## src/rtl/riscv_pkg.sv

```systemverilog
// Shared definitions for the retire-stage observation logic:
// opcode constants, halt-sequence words and the halt FSM state type.
package riscv_pkg;

   localparam logic [6:0] OP_STORE  = 7'b0100011;
   localparam logic [6:0] OP_BRANCH = 7'b1100011;
   localparam logic [6:0] OP_JALR   = 7'b1100111;
   localparam logic [6:0] OP_OPIMM  = 7'b0010011;

   // addi x1,x0,12 followed by jalr x0,0(x1) ends a test program
   localparam logic [31:0] HALT_WORD0 = 32'h00c00093;
   localparam logic [31:0] HALT_WORD1 = 32'h00008067;

   typedef enum logic [1:0] {
      IDLE   = 2'd0,
      ARMED  = 2'd1,
      HALTED = 2'd2
   } halt_state_e;

endpackage

```

## src/rtl/riscv_halt_detect.sv

```systemverilog
// Halt-sequence detector: watches accepted retires for HALT_INST0 followed
// (bubbles allowed in between) by HALT_INST1. HALTED is absorbing until reset.
module riscv_halt_detect
   import riscv_pkg::*;
#(
   parameter logic [31:0] HALT_INST0 = HALT_WORD0,
   parameter logic [31:0] HALT_INST1 = HALT_WORD1
) (
   input  logic        clk_i,
   input  logic        rst_i,
   input  logic        valid_i,
   input  logic [31:0] inst_i,
   output logic        halted_o
);

   halt_state_e state_q;
   logic        halted_q;

   // Sequence FSM with registered halted flag, advanced only on valid retires
   always_ff @(posedge clk_i) begin
      if (rst_i) begin
         state_q  <= IDLE;
         halted_q <= 1'b0;
      end else if (valid_i) begin
         case (state_q)
            IDLE: begin
               if (inst_i == HALT_INST0) state_q <= ARMED;
            end
            ARMED: begin
               if (inst_i == HALT_INST1) begin
                  state_q  <= HALTED;
                  halted_q <= 1'b1;
               end else if (inst_i == HALT_INST0) begin
                  state_q <= ARMED;
               end else begin
                  state_q <= IDLE;
               end
            end
            HALTED: begin
               state_q  <= HALTED;
               halted_q <= 1'b1;
            end
            default: state_q <= IDLE;
         endcase
      end
   end

   assign halted_o = halted_q;

endmodule

```

## src/rtl/riscv_retire_monitor.sv

```systemverilog
// Retire-stage observation producer: retired-instruction counter, per-retire
// OUTPUT_PORT value and sticky HALT flag. All outputs are registered.
// Optional macro RETIRE_CYCLE_CNT_EN adds CYCLE_CNT, a cycle counter that
// runs until HALT rises.
module riscv_retire_monitor
   import riscv_pkg::*;
#(
   parameter logic [31:0] HALT_INST0 = HALT_WORD0,
   parameter logic [31:0] HALT_INST1 = HALT_WORD1,
   parameter int          CNT_WIDTH  = 32
) (
   input  logic                 CLK,
   input  logic                 RST,
   input  logic                 RETIRE_VALID,
   input  logic [31:0]          RETIRE_INST,
   input  logic                 RETIRE_RF_WE,
   input  logic [4:0]           RETIRE_RF_WA,
   input  logic [31:0]          RETIRE_RF_WD,
   input  logic [11:0]          RETIRE_MEM_ADDR,
   input  logic                 RETIRE_BR_TAKEN,
   output logic [CNT_WIDTH-1:0] NUM_INST,
   output logic [31:0]          OUTPUT_PORT,
   output logic                 HALT
`ifdef RETIRE_CYCLE_CNT_EN
   ,
   output logic [CNT_WIDTH-1:0] CYCLE_CNT
`endif
);

   logic                 halted;
   logic                 accept;
   logic [CNT_WIDTH-1:0] num_q, num_d;
   logic [31:0]          out_q, out_d;

   // Once halted, retires no longer touch any architectural observation state
   assign accept = RETIRE_VALID & ~halted;

   riscv_halt_detect #(
      .HALT_INST0 (HALT_INST0),
      .HALT_INST1 (HALT_INST1)
   ) u_halt (
      .clk_i    (CLK),
      .rst_i    (RST),
      .valid_i  (accept),
      .inst_i   (RETIRE_INST),
      .halted_o (halted)
   );

   // Next-state for the counter and the opcode-selected observation value
   always_comb begin
      num_d = num_q;
      out_d = out_q;
      if (accept) begin
         num_d = num_q + 1'b1;
         case (RETIRE_INST[6:0])
            OP_STORE:  out_d = {20'b0, RETIRE_MEM_ADDR};
            OP_BRANCH: out_d = {31'b0, RETIRE_BR_TAKEN};
            default: begin
               if (RETIRE_RF_WE && (RETIRE_RF_WA != 5'd0)) out_d = RETIRE_RF_WD;
            end
         endcase
      end
   end

   // Counter and observation registers, reset dominates
   always_ff @(posedge CLK) begin
      if (RST) begin
         num_q <= '0;
         out_q <= '0;
      end else begin
         num_q <= num_d;
         out_q <= out_d;
      end
   end

   assign NUM_INST    = num_q;
   assign OUTPUT_PORT = out_q;
   assign HALT        = halted;

`ifdef RETIRE_CYCLE_CNT_EN
   logic [CNT_WIDTH-1:0] cyc_q;

   // Free-running cycle count that stops on the edge after HALT rises
   always_ff @(posedge CLK) begin
      if (RST)          cyc_q <= '0;
      else if (!halted) cyc_q <= cyc_q + 1'b1;
   end

   assign CYCLE_CNT = cyc_q;
`endif

endmodule

```

## config.mk

```make
export PLATFORM = sky130hd
export DESIGN_NAME = riscv_retire_monitor
export DESIGN_NICKNAME = d
export VERILOG_FILES = /design/src/rtl/riscv_pkg.sv /design/src/rtl/riscv_halt_detect.sv /design/src/rtl/riscv_retire_monitor.sv
export SDC_FILE = /design/constraint.sdc
export NUM_CORES = 1
export LEC_CHECK = 0
export CORE_ASPECT_RATIO = 0.7
export CORE_MARGIN = 1
export CORE_UTILIZATION = 44
export DETAILED_ROUTE_END_ITERATION = 7
export GPL_ROUTABILITY_DRIVEN = 1
export GPL_TIMING_DRIVEN = 1
export PLACE_DENSITY = 0.85
export SETUP_SLACK_MARGIN = 0.4
export SYNTH_ARGS = -nofsm -noshare
export SYNTH_HDL_FRONTEND = slang
export SYNTH_SLANG_ARGS = --single-unit
```

## constraint.sdc

```tcl
create_clock -name CLK -period 3.45 [get_ports CLK]
set_clock_uncertainty 0.1 [all_clocks]
set_input_delay 1.035 -clock CLK [delete_from_list [all_inputs] [get_ports CLK]]
set_output_delay 1.035 -clock CLK [all_outputs]
set_load 0.01 [all_outputs]
```

==> results of run 1 <==
[path summary, 6_finish.rpt]
path	startpoint	to	slack [ns]
hold reg to reg	OUTPUT_PORT[12]	OUTPUT_PORT[12]	0.37
setup / recovery	RETIRE_INST[0]	OUTPUT_PORT[0]	0.58
hold / removal	OUTPUT_PORT[12]	OUTPUT_PORT[12]	0.37
setup reg to reg	NUM_INST[0]	NUM_INST[30]	1.53
[where the power goes]
group | switching [mW] | total [mW] | internal [mW]
clock | 0.285 | 0.635 | 0.350
sequential | 0.0144 | 0.811 | 0.797
combinational | 0.0932 | 0.254 | 0.161
total | 0.393 | 1.70 | 1.31
[cells in the mapped netlist (all sizes together), types with 2 or more instances]
cell,count
dfxtp,67
nor2,51
nand3,32
a21oi,31
xor2,24
nand2b,21
nand4,15
clkbuf,12
a211oi,11
buf,11
nor3b,11
nand2,10
nor3,7
nor4,7
xnor2,7
inv,4
and3,3
and4,3
mux2,2
mux2i,2
nand4b,2
nor4bb,2
or4,2
[cells by family after synthesis]
| group | after synthesis | synth area share (%) |
|---|---|---|
| compound gates | 47 | 11.2 |
| xor+xnor | 31 | 8.89 |
| fa+ha+maj | 1 | 0.410 |
| buf+inv | 27 | 4.59 |
| flops | 67 | 43.9 |
| mux | 4 | 1.39 |
| simple gates | 170 | 29.6 |
[cell usage in the layout (no fill, tap or decap), types with 9 or more instances in the layout]
master,netlist,routed
nor2_1,51,51
a211oi_2,11,11
nand2b_1,21,21
nand3_1,32,32
xor2_1,24,24
a21oi_1,31,31
nand2_1,10,10
clkbuf_8,0,10
clkdlybuf4s50_1,0,149
nand4_1,15,15
dfxtp_1,67,67
nor3b_1,11,11
buf_4,1,9
[metal layers]
metal / GRT usage [%] / vias up / part of all wire, %
met5: 0 / - / 0
met4: 11.3 / 0 / 2.2
met3: 6.05 / 20 / 5.7
met2: 43.2 / 114 / 50
met1: 29.3 / 1443 / 43
li1: - / 1508 / -
[flip-flops by register name (all words and copies together), names as in the netlist]
name and flops:
OUTPUT_PORT 32, NUM_INST 32, u_halt.state_q 2, u_halt.halted_o 1
[layout make-up]
cell class	instances	area (sq um)	area share (%)
flip-flops and latches	67	1340	27.8
inverters	4	15.0	0.311
clock buffers	11	141	2.93
repair buffers	160	1580	32.9
well taps	91	114	2.36
multi-input cells	253	1570	32.6
clock inverters	5	52.6	1.09
[tightest hold or removal path, delay by kind of cell (launching register included)]
family	cells	cell delay [ns]
AO/OA/AOI/OAI	1	0.05
flip-flops	1	0.31
AND/OR/NAND/NOR	1	0.06
==> results_dict.tcl, run 1 <==
set metrics [dict create \
    run_status "finished clean" \
    worstPathMaxFanout 43 \
    cp_num_cells 7 \
    power.density_mw_per_mm2 353 \
    first_global_vias 3054 \
    min_period_ns 2.87 \
    critical_path.n_buffers_inverters 2 \
    ys_flop_type "dfxtp_1" \
    ys_async_rst_share_pct 0 \
    synth.avg_cell_area_sq_um 8.80 \
    crit_family "buffers and inverters" \
    timing_worst_slew_pin_value_ns 0.691 \
    stdcell_count 591 \
    finalSetupTns_ns 0 \
    initial_utilization_pct 47.3 \
    clock_path_buffers 2 \
    detailroute.via_count 3085 \
    yosysTopAreaCell "dfxtp_1" \
    preCtsSetupSlack_ns 0.242 \
    worst_hold_slack_ns 0.365 \
    timing.max_slew.rel_slack_pct 54.0 \
    peakVddDrop_mv 0.247 \
    setup_repair_after_global_routing_missed_its_margin "false" \
    period_share_pct 83.2 \
    yosysWarnings 0 \
    ctsResizeCount 0 \
    category_of_the_most_critical_setup_path "in -> reg" \
    placed_cell_area_sq_mm 0.00463 \
    dr.first_iter.drc_count 123 \
    cp_data_arrival_time_ns 2.97 \
    fmaxAchievable_mhz 349 \
    hold_buffers 0 \
    cts.sink_count 67 \
    die_h_microns 71.7 \
    finalInstanceArea_sq_mm 0.00482 \
    global_route.overflow_total 0 \
    critical_path.slowest_cell "or4_1" \
    clk_pin_slew_ns 0.07 \
    floorplan.die_area_sq_mm 0.00728 \
    setup.worst_path.start_class "primary input" \
    synth_sequential_area_ratio_pct 43.9 \
    dpl.cell_count 575 \
    grt_max_degree 64 \
    utilization_pct 74.7 \
    worstSkewPairLatency_ns 0.33 \
    initial_antenna_violation_count 0 \
    nNetsFinal 582 \
    total_leakage_power_nw 1.66 \
    ys_top_cells_by_area "dfxtp_1 44%, xor2_1 6.9%, nor2_1 6.3%" \
    worst-endpoint-required_ns 3.55 \
    detailedRoute.firstPassIterationCount 4 \
    endpoints_failing_hold 0 \
    cts_setup_buffers 0 \
    h_tree_depth 3 \
    flow.area_growth_from_synthesis_pct 57.8 \
    n_fill_cell 501 \
    std_cell_rows 24 \
    report.final.slew_viol_count 0 \
    critical_path_capture_point_type "flip-flop" \
    synth-seq-cells 67 \
    crit_path_cell_trace "clkdlybuf4s50_1 > nand2_1 > or4_1 > buf_4 > mux2_2 > mux2i_1 > nor2_1" \
    synth.top_cell.area_share_pct 43.9 \
    kind_of_path_behind_the_tightest_hold_check "reg -> reg" \
    setup_ws_ns 0.581 \
    groute.usage.overall_pct 25.0 \
    numCtsBuffers 9 \
    power_mw 1.70 \
    final_antenna_diode_count 0 \
    route.detailed.vias_per_inst 5.22 \
    ant_nets 0 \
    detail_route.wirelength_microns 8810 \
    drive_gt1_share_pct 8.20 \
    first_pass_grt_wire_length_microns 14200 \
    port_buffers 150 \
    report.final.setup_viol 0 \
    finalWeightedCongestion 0.814 \
    core_area_sq_mm 0.00646 \
    detail_route.drc_violations 0 \
    cts-root-buf "clkbuf_8" \
    post_synth_num_cell_types 36 \
    io_pins 151 \
    post_synth_instance_area_sq_mm 0.00305 \
    postSynthNetCount 434 \
    synth_cells 347 \
    worst-r2r-cell-count 7 \
    min_delay_path_depth 2 \
    drv.max_cap_violation_count 0 \
    post_synth_edffs 0 \
    tritoncts "done" \
    cp_slowest_stage_delay_ns 0.55 \
    drt-wirelength-per-cell_microns 14.9 \
    die_x_microns 102 \
    place.detailed.hpwl_microns 6480 \
]
(Power assumes the default switching activity.)
==> inputs of run 2 (changes only) <==
--- a/config.mk
+++ b/config.mk
@@ -7,11 +7,11 @@
 export LEC_CHECK = 0
 export CORE_ASPECT_RATIO = 0.7
 export CORE_MARGIN = 1
-export CORE_UTILIZATION = 44
+export CORE_UTILIZATION = 40
 export DETAILED_ROUTE_END_ITERATION = 7
 export GPL_ROUTABILITY_DRIVEN = 1
 export GPL_TIMING_DRIVEN = 1
-export PLACE_DENSITY = 0.85
+export PLACE_DENSITY = 0.78
 export SETUP_SLACK_MARGIN = 0.4
 export SYNTH_ARGS = -nofsm -noshare
 export SYNTH_HDL_FRONTEND = slang
==> constraint.sdc (replaced) <==
create_clock -name CLK -period 2.8 [get_ports CLK]
set_clock_uncertainty 0.1 [all_clocks]
set_input_delay 0.84 -clock CLK [delete_from_list [all_inputs] [get_ports CLK]]
set_output_delay 0.84 -clock CLK [all_outputs]
set_load 0.01 [all_outputs]
==> results_dict.tcl, run 2 (synthesized netlist as in run 1, its figures left out) <==
set metrics [dict create \
    h_tree_depth 3 \
    tritoncts "done" \
    min-delay-start "OUTPUT_PORT[22]" \
    detail_route.wirelength_microns 9590 \
    nNetsFinal 600 \
    die_x_microns 106 \
    power.share.combinational_pct 17.2 \
    power.density_mw_per_mm2 412 \
    critical_path_capture_point_type "flip-flop" \
    ant_nets 0 \
    hold_buffers 0 \
    cts-root-buf "clkbuf_8" \
    report.final.setup_viol 0 \
    power_mw 2.14 \
    most_common_library_cell_in_the_layout_ignoring_fill_and_taps "clkdlybuf4s50_1" \
    final_antenna_diode_count 0 \
    power.switching_fraction_pct 24.0 \
    numCtsBuffers 9 \
    fmaxAchievable_mhz 420 \
    route.detailed.vias_per_inst 5.14 \
    io_pins 151 \
    detailedRoute.firstPassIterationCount 4 \
    first_global_vias 3009 \
    min_period_ns 2.38 \
    cp_slowest_stage_delay_ns 0.41 \
    endpoints_failing_hold 0 \
    clock_path_buffers 2 \
    timing.max_slew.rel_slack_pct 56.5 \
    finalSetupTns_ns 0 \
    floorplan.die_area_sq_mm 0.00799 \
    net-switching-power_mw 0.514 \
    setup_repair_after_global_routing_missed_its_margin "true" \
    drive_gt1_share_pct 17.4 \
    place.detailed.hpwl_microns 6500 \
    initial_antenna_violation_count 0 \
    detail_route.drc_violations 0 \
    run_status "finished clean" \
    cell_int_power_mw 1.62 \
    multi_input_area_sq_mm 0.00173 \
    std_cell_rows 26 \
    seq_power_share_pct 46.9 \
    cp_data_arrival_time_ns 2.53 \
    power.share.clock_pct 35.9 \
    setup.worst_path.start_class "primary input" \
    worst-endpoint-required_ns 2.95 \
    kind_of_path_behind_the_tightest_hold_check "reg -> reg" \
    finalInstanceArea_sq_mm 0.00519 \
    die_h_microns 75.1 \
    first_pass_grt_wire_length_microns 14500 \
    worstSkewPairLatency_ns 0.33 \
    cts.sink_count 67 \
    core_area_sq_mm 0.00735 \
    grt_max_degree 29 \
    layout.cells.most_common_list "139 x clkdlybuf4s50_1, 66 x dfxtp_1, 51 x nor2_1" \
    groute.usage.overall_pct 23.3 \
    port_buffers 150 \
    sequential_cell_area_sq_mm 0.00134 \
    detailroute.via_count 3165 \
    placed_cell_area_sq_mm 0.00469 \
    dr.first_iter.drc_count 142 \
    reg2reg_from "NUM_INST[0]" \
    worst_setup_path_startpoint "RETIRE_RF_WA[4]" \
    report.final.slew_viol_count 0 \
    peakVddDrop_mv 0.251 \
    critical_path.slowest_cell "or4_4" \
    finalWeightedCongestion 0.870 \
    clk_pin_slew_ns 0.07 \
    drv.max_cap_violation_count 0 \
    initial_utilization_pct 41.5 \
    timing_worst_slew_pin_value_ns 0.653 \
    drt-wirelength-per-cell_microns 15.6 \
    worstPathMaxFanout 11 \
    flow.area_growth_from_synthesis_pct 69.9 \
    global_route.overflow_total 0 \
    n_fill_cell 585 \
    utilization_pct 70.6 \
    crit_path_cell_trace "dlygate4sd2_1 > or4_4 > o21ai_2 > buf_4 > a21boi_4 > buf_6 > buf_12 > buf_16 > nand2b_1 > a21oi_1" \
    period_share_pct 85.1 \
    total_leakage_power_nw 1.84 \
    category_of_the_most_critical_setup_path "in -> reg" \
]
run 2: cell count changes in the layout (fill, tap and decap cells not counted), moves of 4 or more:
cell             change
buf_4               +10
clkdlybuf4s50_1     -10
nand2b_1            -10
nand2b_4            +10
a21oi_1              -8
a21oi_2              +8
clkbuf_2             +4
run 2: final timing paths:
kind                          end  slack, ns  depth (start not counted)
hold / removal    OUTPUT_PORT[22]       0.37                          2
setup reg to reg     NUM_INST[10]       0.91                          7
setup / recovery  OUTPUT_PORT[16]       0.42                         10
hold reg to reg   OUTPUT_PORT[22]       0.37                          2
run 2: per-stage QoR:
| stage | cells | hold slack, ns | setup WS [ns] |
|---|---|---|---|
| finish | 616 | 0.371 | 0.419 |
| global route | 616 | 0.396 | 0.358 |
| CTS | 611 | 0.374 | 0.383 |
| detailed placement | 589 | 0.365 | -0.118 |
| global placement | 589 | 0.353 | -0.0725 |
| floorplan | 347 | 0.374 | 0.448 |
run 2: power groups by stage:
| stage | logic [mW] | registers [mW] | clock network, mW |
|---|---|---|---|
| 2_1_floorplan | 0.104 | 1.03 | 0 |
| 3_3_place_gp | 0.316 | 1.02 | 0 |
| 3_5_place_dp | 0.321 | 1.02 | 0 |
| 4_1_cts | 0.351 | 1.00 | 0.790 |
| 5_1_grt | 0.390 | 1.01 | 0.836 |
| 6_report | 0.368 | 1.00 | 0.767 |
run 2: final cells by class:
class	instances	share of cell area, %
multi-input cells	253	33.3
clock buffers	11	2.53
repair buffers	178	34.6
well taps	98	2.36
clock inverters	5	1.04
inverters	4	0.289
flip-flops and latches	67	25.9
run 2: repair_timing:
| action | in CTS | in global routing |
|---|---|---|
| hold endpoints to repair | 0 | 0 |
| pin swaps | 3 | 11 |
| setup endpoints to repair | 32 | 28 |
| setup buffers | 3 | 4 |
| gates resized for setup | 22 | 32 |
| cloned | 3 | 1 |
run 2: critical path, delay by kind of cell:
family          cells  cell delay [ns]
compound gates      3             0.36
buf+inv             5             0.76
simple gates        2             0.56
run 2: metal layers:
metal	up-vias	wire, microns	GRT usage (%)	share of wire [%]
li1	1545	-	-	-
met1	1505	4250	29.0	44
met4	0	89	6.39	0.93
met3	8	494	4.94	5.2
met2	107	4750	41.6	50
met5	-	0	0	0
==> inputs of run 3 (changes only) <==
==> constraint.sdc (replaced) <==
create_clock -name CLK -period 2.8 [get_ports CLK]
set_clock_uncertainty 0.1 [all_clocks]
set_input_delay 0.42 -clock CLK [delete_from_list [all_inputs] [get_ports CLK]]
set_output_delay 0.42 -clock CLK [all_outputs]
set_load 0.01 [all_outputs]
==> results_dict.tcl, run 3 (synthesized netlist as in run 1, its figures left out) <==
set metrics [dict create \
    floorplan.die_area_sq_mm 0.00799 \
    hold_buffers 0 \
    report.final.setup_viol 0 \
    initial_antenna_violation_count 0 \
    drive_gt1_share_pct 8.20 \
    endpoints_failing_hold 0 \
    setup.worst_path.start_class "primary input" \
    n_fill_cell 663 \
    cts_setup_buffers 0 \
    critical_path_capture_point_type "flip-flop" \
    preCtsSetupSlack_ns 0.193 \
    setup_ws_ns 0.599 \
    initial_utilization_pct 41.5 \
    groute.usage.overall_pct 21.5 \
    clk_pin_slew_ns 0.07 \
    port_buffers 150 \
    ctsResizeCount 0 \
    peakVddDrop_mv 0.250 \
    grt_max_degree 64 \
    place.detailed.hpwl_microns 6310 \
    crit_path_cell_trace "clkdlybuf4s50_1 > nand2_1 > or4_1 > buf_6 > nor3b_1 > a21oi_1 > a211oi_2" \
    ant_nets 0 \
    io_pins 151 \
    critical_path.slowest_cell "or4_1" \
    fmaxAchievable_mhz 454 \
    die_h_microns 75.1 \
    worstPathMaxFanout 43 \
    worstSkewPairLatency_ns 0.34 \
    detailroute.via_count 3039 \
    worst_hold_slack_ns 0.371 \
    dr.first_iter.drc_count 103 \
    total_leakage_power_nw 1.67 \
    tritoncts "done" \
    core_area_sq_mm 0.00735 \
    die_x_microns 106 \
    nNetsFinal 582 \
    layout.cells.most_common_list "149 x clkdlybuf4s50_1, 67 x dfxtp_1, 51 x nor2_1" \
    first_pass_grt_wire_length_microns 13500 \
    h_tree_depth 3 \
    first_global_vias 2878 \
    final_antenna_diode_count 0 \
    cts-root-buf "clkbuf_8" \
    report.final.slew_viol_count 0 \
    route.detailed.vias_per_inst 5.08 \
    flow.area_growth_from_synthesis_pct 59.3 \
    detail_route.drc_violations 0 \
    cp_data_arrival_time_ns 2.36 \
    worst-endpoint-required_ns 2.96 \
    setup_repair_after_global_routing_missed_its_margin "false" \
    most_common_library_cell_in_the_layout_ignoring_fill_and_taps "clkdlybuf4s50_1" \
    timing_worst_slew_pin_value_ns 0.518 \
    cp_slowest_stage_delay_ns 0.57 \
    global_route.overflow_total 0 \
    numCtsBuffers 9 \
    power.density_mw_per_mm2 456 \
    category_of_the_most_critical_setup_path "in -> reg" \
    min_period_ns 2.20 \
    detail_route.wirelength_microns 8530 \
    finalWeightedCongestion 0.784 \
    drv.max_cap_violation_count 0 \
    run_status "finished clean" \
    period_share_pct 78.6 \
    finalSetupTns_ns 0 \
    clock_path_buffers 2 \
    std_cell_rows 26 \
    cts.sink_count 67 \
    kind_of_path_behind_the_tightest_hold_check "reg -> reg" \
    detailedRoute.firstPassIterationCount 4 \
    timing.max_slew.rel_slack_pct 65.4 \
    drt-wirelength-per-cell_microns 14.3 \
]
run 3: changes by cell type in the layout (fill, tap and decap cells not counted), sizes merged:
| cell | delta |
|---|---|
| clkinv | -3 |
| bufinv | +1 |
| bufbuf | -1 |
| clkdlybuf4s15 | -4 |
| clkbuf | -4 |
| inv | +1 |
| buf | -16 |
| clkinvlp | +1 |
| clkdlybuf4s50 | +10 |
| dlygate4sd2 | -3 |
run 3: layout make-up:
type | instances | area (sq um) | share of cell area [%]
Clock buffer | 11 | 141 | 2.91
Clock inverter | 5 | 85.1 | 1.75
Inverter | 4 | 15.0 | 0.309
Multi-Input combinational cell | 253 | 1570 | 32.3
Sequential cell | 67 | 1340 | 27.6
Tap cell | 98 | 123 | 2.52
Timing Repair Buffer | 160 | 1590 | 32.6
run 3: per-layer routing:
| metal | GRT usage, % | up-vias | part of all wire, % |
|---|---|---|---|
| met1 | 27.0 | 1417 | 46 |
| met2 | 37.2 | 102 | 47 |
| met4 | 7.00 | 0 | 1.0 |
| met5 | 0 | - | 0 |
| li1 | - | 1512 | - |
| met3 | 5.02 | 8 | 5.8 |
run 3: critical path: cells and delay by family:
family / cells / cell delay [ns]
and+or+nand+nor: 3 / 0.93
buffers and inverters: 2 / 0.71
AOI/OAI and AO/OA: 2 / 0.29
run 3: power breakdown:
group / switching (mW) / internal, mW
clock network: 0.376 / 0.531
registers: 0.0178 / 0.981
logic: 0.114 / 0.199
run 3: through the flow:
| stage | instances | instance area [sq um] | power, mW | util [%] |
|---|---|---|---|---|
| 3_3_place_gp | 582 | 4640 | 1.33 | 63.1 |
| 6_report | 598 | 4870 | 2.22 | 66.2 |
| 5_1_grt | 598 | 4870 | 2.31 | 66.2 |
| 4_1_cts | 598 | 4860 | 2.25 | 66.1 |
| 2_1_floorplan | 347 | 3050 | 1.14 | - |
| 3_5_place_dp | 582 | 4640 | 1.33 | 63.1 |
run 3: worst paths after layout:
check | startpoint | to | slack (ns) | depth (start not counted)
max | RETIRE_INST[1] | OUTPUT_PORT[7] | 0.60 | 7
min | OUTPUT_PORT[21] | OUTPUT_PORT[21] | 0.37 | 2
max reg2reg | NUM_INST[0] | NUM_INST[18] | 0.91 | 7
min reg2reg | OUTPUT_PORT[21] | OUTPUT_PORT[21] | 0.37 | 2
